--- src/rtl/pingpong_drain_sched.sv ---
// Drains the ping-pong buffer that RX is not writing, sends its bytes as a stream, then appends an 8-bit checksum byte.
// Latency: read strobe 1 cycle after SWAP_PULSE, first TX_VALID 3 cycles after it; steady rate 1 byte / 3 cycles.
// Backpressure: TX_VALID/TX_DATA hold until TX_READY; no FIFO read is issued while a byte is waiting to be accepted.
module pingpong_drain_sched #(
    parameter int MAX_LEN = 256,
    parameter int CNT_W   = 9
) (
    input  logic             clk,
    input  logic             rst_n,
    input  logic             W_FLAG,
    input  logic             SWAP_PULSE,
    input  logic             FIFO1_EMPTY,
    input  logic             FIFO2_EMPTY,
    output logic             FIFO1_RD,
    output logic             FIFO2_RD,
    input  logic [7:0]       FIFO1_DOUT,
    input  logic [7:0]       FIFO2_DOUT,
    output logic             TX_VALID,
    output logic [7:0]       TX_DATA,
    input  logic             TX_READY,
    output logic             COMPLE,
    output logic             BUSY,
    output logic             OVERRUN,
    output logic [CNT_W-1:0] BYTE_CNT
);

    typedef enum logic [2:0] {
        IDLE  = 3'd0,
        RD    = 3'd1,
        LOAD  = 3'd2,
        SEND  = 3'd3,
        CSUM  = 3'd4,
        CSEND = 3'd5,
        DONE  = 3'd6
    } state_t;

    state_t           state;
    logic             sel;       // 1: drain FIFO1, 0: drain FIFO2
    logic [7:0]       csum;
    logic [CNT_W-1:0] byte_cnt;
    logic             tx_valid;
    logic [7:0]       tx_data;
    logic             comple;
    logic             overrun;

    logic             sel_empty;
    logic [7:0]       sel_dout;
    logic             rd_stop;
    logic             rd_go;
    logic             tx_fire;

    // Steer the latched buffer's flags/data and decide whether RD issues a read.
    // The strobe is decoded from state so it lands in the RD cycle itself using the
    // live empty flag, which a one-cycle-early registered strobe could not see.
    always_comb begin
        sel_empty = sel ? FIFO1_EMPTY : FIFO2_EMPTY;
        sel_dout  = sel ? FIFO1_DOUT  : FIFO2_DOUT;
        rd_stop   = sel_empty || (byte_cnt == CNT_W'(MAX_LEN));
        rd_go     = (state == RD) && !rd_stop;
        tx_fire   = tx_valid && TX_READY;
    end

    assign FIFO1_RD = rd_go && sel;
    assign FIFO2_RD = rd_go && !sel;
    assign TX_VALID = tx_valid;
    assign TX_DATA  = tx_data;
    assign COMPLE   = comple;
    assign BUSY     = (state != IDLE);
    assign OVERRUN  = overrun;
    assign BYTE_CNT = byte_cnt;

    // Frame sequencer: read, load, send per byte, then checksum byte and done pulse.
    always_ff @(posedge clk or negedge rst_n) begin
        if (!rst_n) begin
            state    <= IDLE;
            sel      <= 1'b0;
            csum     <= 8'd0;
            byte_cnt <= '0;
            tx_valid <= 1'b0;
            tx_data  <= 8'd0;
            comple   <= 1'b0;
            overrun  <= 1'b0;
        end else begin
            comple  <= 1'b0;
            // A swap can only start a frame from IDLE; anywhere else it is flagged and dropped.
            overrun <= SWAP_PULSE && (state != IDLE);
            case (state)
                IDLE: begin
                    if (SWAP_PULSE) begin
                        sel      <= W_FLAG;
                        byte_cnt <= '0;
                        csum     <= 8'd0;
                        state    <= RD;
                    end
                end
                RD: begin
                    if (rd_stop) begin
                        if (byte_cnt == '0) begin
                            comple <= 1'b1;
                            state  <= DONE;
                        end else begin
                            state <= CSUM;
                        end
                    end else begin
                        state <= LOAD;
                    end
                end
                LOAD: begin
                    tx_data  <= sel_dout;
                    tx_valid <= 1'b1;
                    csum     <= csum + sel_dout;
                    byte_cnt <= byte_cnt + CNT_W'(1);
                    state    <= SEND;
                end
                SEND: begin
                    if (tx_fire) begin
                        tx_valid <= 1'b0;
                        state    <= RD;
                    end
                end
                CSUM: begin
                    tx_data  <= csum;
                    tx_valid <= 1'b1;
                    state    <= CSEND;
                end
                CSEND: begin
                    if (tx_fire) begin
                        tx_valid <= 1'b0;
                        comple   <= 1'b1;
                        state    <= DONE;
                    end
                end
                DONE: begin
                    state <= IDLE;
                end
                default: begin
                    state <= IDLE;
                end
            endcase
        end
    end

endmodule
--- config.mk ---
export PLATFORM = sky130hd
export DESIGN_NAME = pingpong_drain_sched
export DESIGN_NICKNAME = d
export VERILOG_FILES = /design/src/rtl/pingpong_drain_sched.sv
export SDC_FILE = /design/constraint.sdc
export NUM_CORES = 1
export LEC_CHECK = 0
export CAP_MARGIN = 15
export CORE_MARGIN = 3
export CORE_UTILIZATION = 45
export CTS_CLUSTER_SIZE = 14
export DETAILED_ROUTE_END_ITERATION = 12
export PLACE_DENSITY = 0.74
export SLEW_MARGIN = 0
export SYNTH_ARGS = -nofsm -noshare
export SYNTH_HDL_FRONTEND = slang
export SYNTH_SLANG_ARGS = --single-unit
--- constraint.sdc ---
create_clock -name clk -period 5.64 [get_ports clk]
set_clock_uncertainty 0.1 [all_clocks]
set_input_delay 1.128 -clock clk [delete_from_list [all_inputs] [get_ports clk]]
set_output_delay 1.128 -clock clk [all_outputs]
set_load 0.02 [all_outputs]
==> summary.txt, run 1 <==
Worst hold path
  • Tightest Hold Check Type: reg2reg

Power and ir drop
  • Worst VDD drop: ~0.12 mV
  • Pint: 0.000356 W
  • Power Density: 186 nW/um2
  • Net Sw Power: 0.000112 W
  • Sequential share of power: around half
  • Switching Fraction: a little under a quarter
  • Clock power share: about two fifths
  • Lkg Pwr: ~1.0 nW
  • Comb power frac: about a tenth

STA
  • Setup TNS: 0 ns
  • Fmax: roughly 240 MHz
  • RSZ-0062 raised after global routing: no
  • Endpoints failing setup: 0
  • Max-slew violation count: 0
  • Hold Violations, Final: 0
  • Slew HR: 33.0%
  • Fin crit share: between 70% and 80%
  • WHS: between 0.4 and 0.5 ns
  • Tmin final: a little over 4 ns
  • Slew @ Worst Pin: between 0.9 and 1 ns

Floorplanning
  • Die Footprint: between 5000 and 6000 um2
  • Core area: between 4000 and 5000 um2
  • Die Span X: approximately 72 um
  • Initial Util: between 40% and 50%
  • Die H: between 70 and 80 um
  • Core Rows: 23
  • I/O pin cnt: 46

Setup path
  • Most frequent CP cell: clkdlybuf4s50_1
  • Buffer and inverter count on the worst path: 2
  • Worst path cell trace: clkdlybuf4s50_1, mux2i_1, o21ai_0, or3_1, nor2_1, clkdlybuf4s50_1
  • Crit Path Category: in2out
  • Crit path capture type: output pin
  • CP max stage cell: clkdlybuf4s50_1
  • Crit-path max FO: 3
  • Req. time, crit path: between 4 and 5 ns
  • Worst Setup Start Kind: primary input
  • CP max stage delay: between 0.6 and 0.7 ns
  • CP Data Arrival Time: 2.93 ns
  • CP top delay family: buffers and inverters

Synth
  • #FFs+latches synth: 32
  • Synthesized instance count: around 210
  • Ranking of synthesized cells by area: dfrtp_1, ha_1, o22ai_1
  • Yosys top cell by area: dfrtp_1
  • Mean area per synthesized cell: 9.35 um2
  • Post-synthesis sequential area ratio: just over 40%
  • EDFF count, synth: 0
  • Top cell type's share of synthesized area: about two fifths
  • Ys async rst share: 100%
  • YS warnings: 0
  • Top_reg_cell synth: dfrtp_1
  • Net Count, Synth: 241
  • Synthesized area: 1940 um2
  • Synth cell types: 42

Route
  • WL final: 4.67 mm
  • Avg WL per Cell: between 15 and 20 um
  • DR vias/cell: about 5.7
  • Number of vias after detailed routing: 1,723
  • 1st-iter DRT viols: around 160
  • First-pass DRT Iterations: 4
  • Final ANT Viol Nets: 0
  • DRC: 0

Place
  • Port Buffers: 45
  • Routability cong.: about 0.8
  • Post-DP HPWL: around 3.3 mm

Finish
  • Share of cells above drive strength 1: under 10%
  • Commonest non-fill, non-tap cells in the layout: clkdlybuf4s50_1, dfrtp_1, nand2_1, o22ai_1
  • Antenna diodes: 0
  • P&R area growth vs syn: 29.3%
  • Filler Cells Inserted: about 370
  • Final Core Density: 61.5%
  • Most common cell after layout, fill and taps aside: clkdlybuf4s50_1
  • Fin nets: 283

Global routing
  • Vias in the first global route: between 1,500 and 2,000
  • First-pass GRT wire length: between 7 and 8 mm
  • Largest net degree at the start of global routing: 33
  • Antenna violations before repair: 0
  • Remaining global-route overflow: 0
  • GRT Overall Usage: between 10% and 20%

Clock network
  • Bufs on Longest Clock Path: 2
  • Clk slew on worst S/H paths: approximately 0.060 ns
  • Hold-fix buffers, CTS: 0
  • CTS Root Buffer Type: clkbuf_8
  • Clock Latency Late Sink: a little under 0.3 ns
  • H-tree levels: 2
  • Total CTS buffers: 5
  • Setup Fix Bufs, Post-CTS: 0
  • Clock sink total: 32
  • CTS resizes: 0
  • CTS tree: yes

Job
  • Number of max-cap violations: 0

Run status
  • Status: complete, no violations
[path summary, 6_finish.rpt]
path                              from     endpoint  slack [ns]  depth (start not counted)
min in group asynchronous        rst_n     state[2]        1.14                          2
max                        FIFO1_EMPTY     FIFO2_RD        1.48                          6
min reg2reg                BYTE_CNT[5]  BYTE_CNT[5]        0.42                          1
max reg2reg                        sel      csum[6]        2.71                          8
max in group asynchronous        rst_n   TX_DATA[2]        3.99                          2
min                        BYTE_CNT[5]  BYTE_CNT[5]        0.42                          1
[power by group through the flow]
stage               clock, W  sequential (W)  combinational [W]
global route        0.000203        0.000234          0.0000538
global placement           0        0.000238          0.0000480
finish              0.000186        0.000233          0.0000485
detailed placement         0        0.000238          0.0000484
CTS                 0.000189        0.000233          0.0000490
floorplan                  0        0.000238          0.0000229
[cells by family after synthesis]
group                      Yosys count  share of synthesized area (%)
muxes                               15                           8.30
adders and majority gates           10                           6.82
AOI/OAI and AO/OA                   69                           23.2
xor gates and xnor gates             4                           1.80
DFF                                 32                           41.2
and+or+nand+nor                     60                           15.1
buffers and inverters               18                           3.60
[state kept, by name, summed over array words and instances (netlist names)]
register and flops:
OVERRUN 1, BYTE_CNT 9, state 3, TX_DATA 8, csum 8, COMPLE 1
TX_VALID 1, sel 1
[synthesized netlist by cell type (2+ instances only)]
library cell,number
o22ai_1,16
clkbuf_1,6
mux2i_1,6
dfrtp_1,32
xor2_1,2
o21bai_1,2
nor2_1,12
ha_1,9
buf_1,3
nor3_1,4
a211oi_1,3
and2_1,3
a21oi_1,13
nand4_1,3
nor3b_1,3
o22a_1,8
and3_1,4
a22o_1,4
nor4b_1,2
mux2_2,8
nand3_1,2
xnor2_1,2
nand2_1,22
inv_1,6
buf_2,2
a21o_1,2
o21ai_0,14
[layout make-up]
type / count / area, um2 / area share (%)
flip-flops and latches: 32 / 801 / 31.9
inverters: 7 / 26.3 / 1.05
clock inverters: 2 / 10.0 / 0.398
clock buffers: 6 / 82.6 / 3.29
well taps: 50 / 62.6 / 2.49
multi-input cells: 158 / 1070 / 42.7
repair buffers: 46 / 458 / 18.2
[stage by stage]
step	total power, W	cells	setup WS (ns)	area (um2)
4_1_cts	0.000472	301	1.47	2510
3_3_place_gp	0.000286	293	1.48	2420
5_1_grt	0.000490	301	1.36	2510
2_1_floorplan	0.000261	208	2.36	1940
3_5_place_dp	0.000286	293	1.47	2420
6_report	0.000468	301	1.48	2510
[layer usage]
metal	track usage (%)	vias to the layer above	wire [um]
met5	0	-	0
met3	4.91	6	290
li1	-	857	-
met1	28.2	808	2230
met4	7.52	0	64
met2	29.0	52	2080
Note: power is estimated with default switching activity, not from simulation.
==> run 2, diff against run 1 <==
Clock period 5.64 ns to 4.3 ns, I/O delays scaled along.
==> run 2 against run 1 <==
Against the previous run:
- total power up 31%
- via count up 3.4%
- highest routed layer unchanged
- critical path depth unchanged
- die area unchanged
- utilization down 0.061 points
- clock-buffer cell count up 2
- first-iteration DRC count down 1.3%
- routed wire length up 1.8%
- critical path type unchanged
- sequential share of layout area about the same
- final area about the same
- combinational power up 32%
- worst hold slack worse by 0.0026 ns
==> summary.txt, run 2 (synthesized netlist as in run 1, its figures left out) <==
Clock network
  • H-tree levels: 2 (unchanged)
  • CTS resizes: 0 (unchanged)
  • CTS Root Buffer Type: clkbuf_8
  • Hold-fix buffers, CTS: 0 (unchanged)
  • Clock Latency Late Sink: 0.28 ns (about the same)
  • Clock sink total: 32 (unchanged)
  • Total CTS buffers: 5 (unchanged)
  • CTS tree: yes
  • Bufs on Longest Clock Path: 2 (unchanged)
  • Clk slew on worst S/H paths: 0.06 ns (about the same)
  • Setup Fix Bufs, Post-CTS: 0 (unchanged)

Place
  • DP Area: 2420 um2 (unchanged)
  • Post-DP HPWL: 3.35 mm (+2.3%)
  • Routability cong.: 0.795 (about the same)
  • Port Buffers: 45 (unchanged)

Route
  • Met3 wire length: 303 um (+4.5%)
  • First-pass DRT Iterations: 4 (unchanged)
  • Routed met2 length: 2.20 mm (+5.8%)
  • Final ANT Viol Nets: 0 (unchanged)
  • DRT met1 WL: 2.19 mm (-1.9%)
  • Top Metal Used: met4
  • Number of vias after detailed routing: 1,782 (+3.4%)
  • 1st-iter DRT viols: 153 (-1.3%)
  • WL final: 4.75 mm (+1.8%)
  • DR vias/cell: 5.92 (+3.4%)
  • Avg WL per Cell: 15.8 um (+1.8%)
  • DRC: 0 (unchanged)

Finish
  • Largest register FFs: 9 (unchanged)
  • Fin nets: 283 (unchanged)
  • Antenna diodes: 0 (unchanged)
  • Filler Cells Inserted: 390 (+6.0%)
  • Share of cells above drive strength 1: 6.77% (-0.80 points)
  • Multi-input logic area: 1070 um2 (unchanged)
  • P&R area growth vs syn: 29.2% (about the same)
  • Register cell area after layout: 801 um2 (unchanged)
  • Final instance area: 2510 um2 (about the same)
  • Most common cell after layout, fill and taps aside: clkdlybuf4s50_1
  • Commonest non-fill, non-tap cells in the layout: clkdlybuf4s50_1, dfrtp_1, nand2_1, o22ai_1

Floorplanning
  • Die H: 71.7 um (unchanged)
  • Die Span X: 71.7 um (unchanged)
  • Core area: 4090 um2 (unchanged)
  • Core Rows: 23 (unchanged)
  • I/O pin cnt: 46 (unchanged)
  • Die Footprint: 5150 um2 (unchanged)
  • Initial Util: 47.6% (unchanged)

Setup path
  • Buffer and inverter count on the worst path: 2 (unchanged)
  • Crit-path max FO: 3 (unchanged)
  • Req. time, crit path: 3.34 ns (-1.07 ns)
  • Most frequent CP cell: clkdlybuf4s50_1
  • Crit path capture type: output pin
  • Crit Path Category: in2out
  • Worst Setup Start Kind: primary input
  • CP max stage delay: 0.61 ns (about the same)
  • Worst path cell trace: clkdlybuf4s50_1, mux2i_1, o21ai_0, or3_1, nor2_1, clkdlybuf4s50_1
  • CP top delay family: buffers and inverters
  • CP max stage cell: clkdlybuf4s50_1
  • CP Data Arrival Time: 2.68 ns (-0.25 ns)

STA
  • Slew @ Worst Pin: 1.01 ns (+0.00835 ns)
  • Slew HR: 32.4% (-0.56 points)
  • Endpoints failing setup: 0 (unchanged)
  • RSZ-0062 raised after global routing: no
  • Tmin final: around 3.6 ns
  • Hold Violations, Final: 0 (unchanged)
  • Setup TNS: 0 ns (unchanged)
  • Fin crit share: 84.6%
  • Max-slew violation count: 0 (unchanged)
  • Fmax: 275 MHz

Global routing
  • Vias in the first global route: 1,597 (-1.8%)
  • GRT Overall Usage: 20.2% (+0.36 points)
  • Remaining global-route overflow: 0 (unchanged)
  • Largest net degree at the start of global routing: 33 (unchanged)
  • Antenna violations before repair: 0 (unchanged)
  • First-pass GRT wire length: 8.11 mm (+1.8%)

Power and ir drop
  • Worst VDD drop: 0.175 mV (+49%)
  • Power Density: 245 nW/um2 (+31%)
  • Lkg Pwr: 1.03 nW (-0.53%)

Worst hold path
  • Tightest Hold Check Type: reg2reg

Job
  • Number of max-cap violations: 0 (unchanged)

Run status
  • Status: complete, no violations
-- run 2: per-layer routing --
| layer | track usage, % | up-vias |
|---|---|---|
| met4 | 6.26 | 0 |
| met3 | 4.49 | 6 |
| li1 | - | 860 |
| met2 | 29.9 | 55 |
| met1 | 29.2 | 861 |
| met5 | 0 | - |
-- run 2: power breakdown --
part | leakage (nW) | internal, W | total [W] | switching (W)
logic | 0.650 | 0.0000358 | 0.0000640 | 0.0000283
clock network | 0.0455 | 0.000131 | 0.000244 | 0.000113
registers | 0.339 | 0.000304 | 0.000306 | 0.00000230
-- run 2: worst reg2reg max path, cell delays in order (launching register included) --
cell	delay, ns
dfrtp_1	0.70
mux2_2	0.45
ha_1	0.31
a211oi_2	0.26
nor3_1	0.11
o31a_1	0.30
or4_1	0.47
nand3_1	0.08
-- run 2: final timing paths --
path / from / endpoint / slack (ns) / cells after the start
setup reg to reg: sel / csum[7] / 1.44 / 7
setup / recovery: FIFO1_EMPTY / FIFO2_RD / 0.66 / 6
min in group asynchronous: rst_n / state[2] / 0.88 / 2
hold / removal: csum[5] / csum[5] / 0.42 / 2
hold reg to reg: csum[5] / csum[5] / 0.42 / 2
max in group asynchronous: rst_n / csum[5] / 2.92 / 2
-- run 2: area by class of cell --
class	count	share of cell area, %
clock buffer	8	3.59
inverter	7	1.05
multi-input combinational	158	42.8
sequential	32	31.9
tap	50	2.49
timing repair buffer	46	18.2
-- run 2: metrics by stage --
step | setup slack (ns) | hold slack (ns) | total power, W | cells | utilization (%)
after CTS | 0.657 | 0.421 | 0.000619 | 301 | 61.5
after detailed placement | 0.663 | 0.412 | 0.000376 | 293 | 59.2
after global placement | 0.675 | 0.406 | 0.000375 | 293 | 59.2
after floorplan | 1.55 | 0.379 | 0.000342 | 208 | -
final | 0.663 | 0.419 | 0.000614 | 301 | 61.5
after global routing | 0.552 | 0.455 | 0.000639 | 301 | 61.5
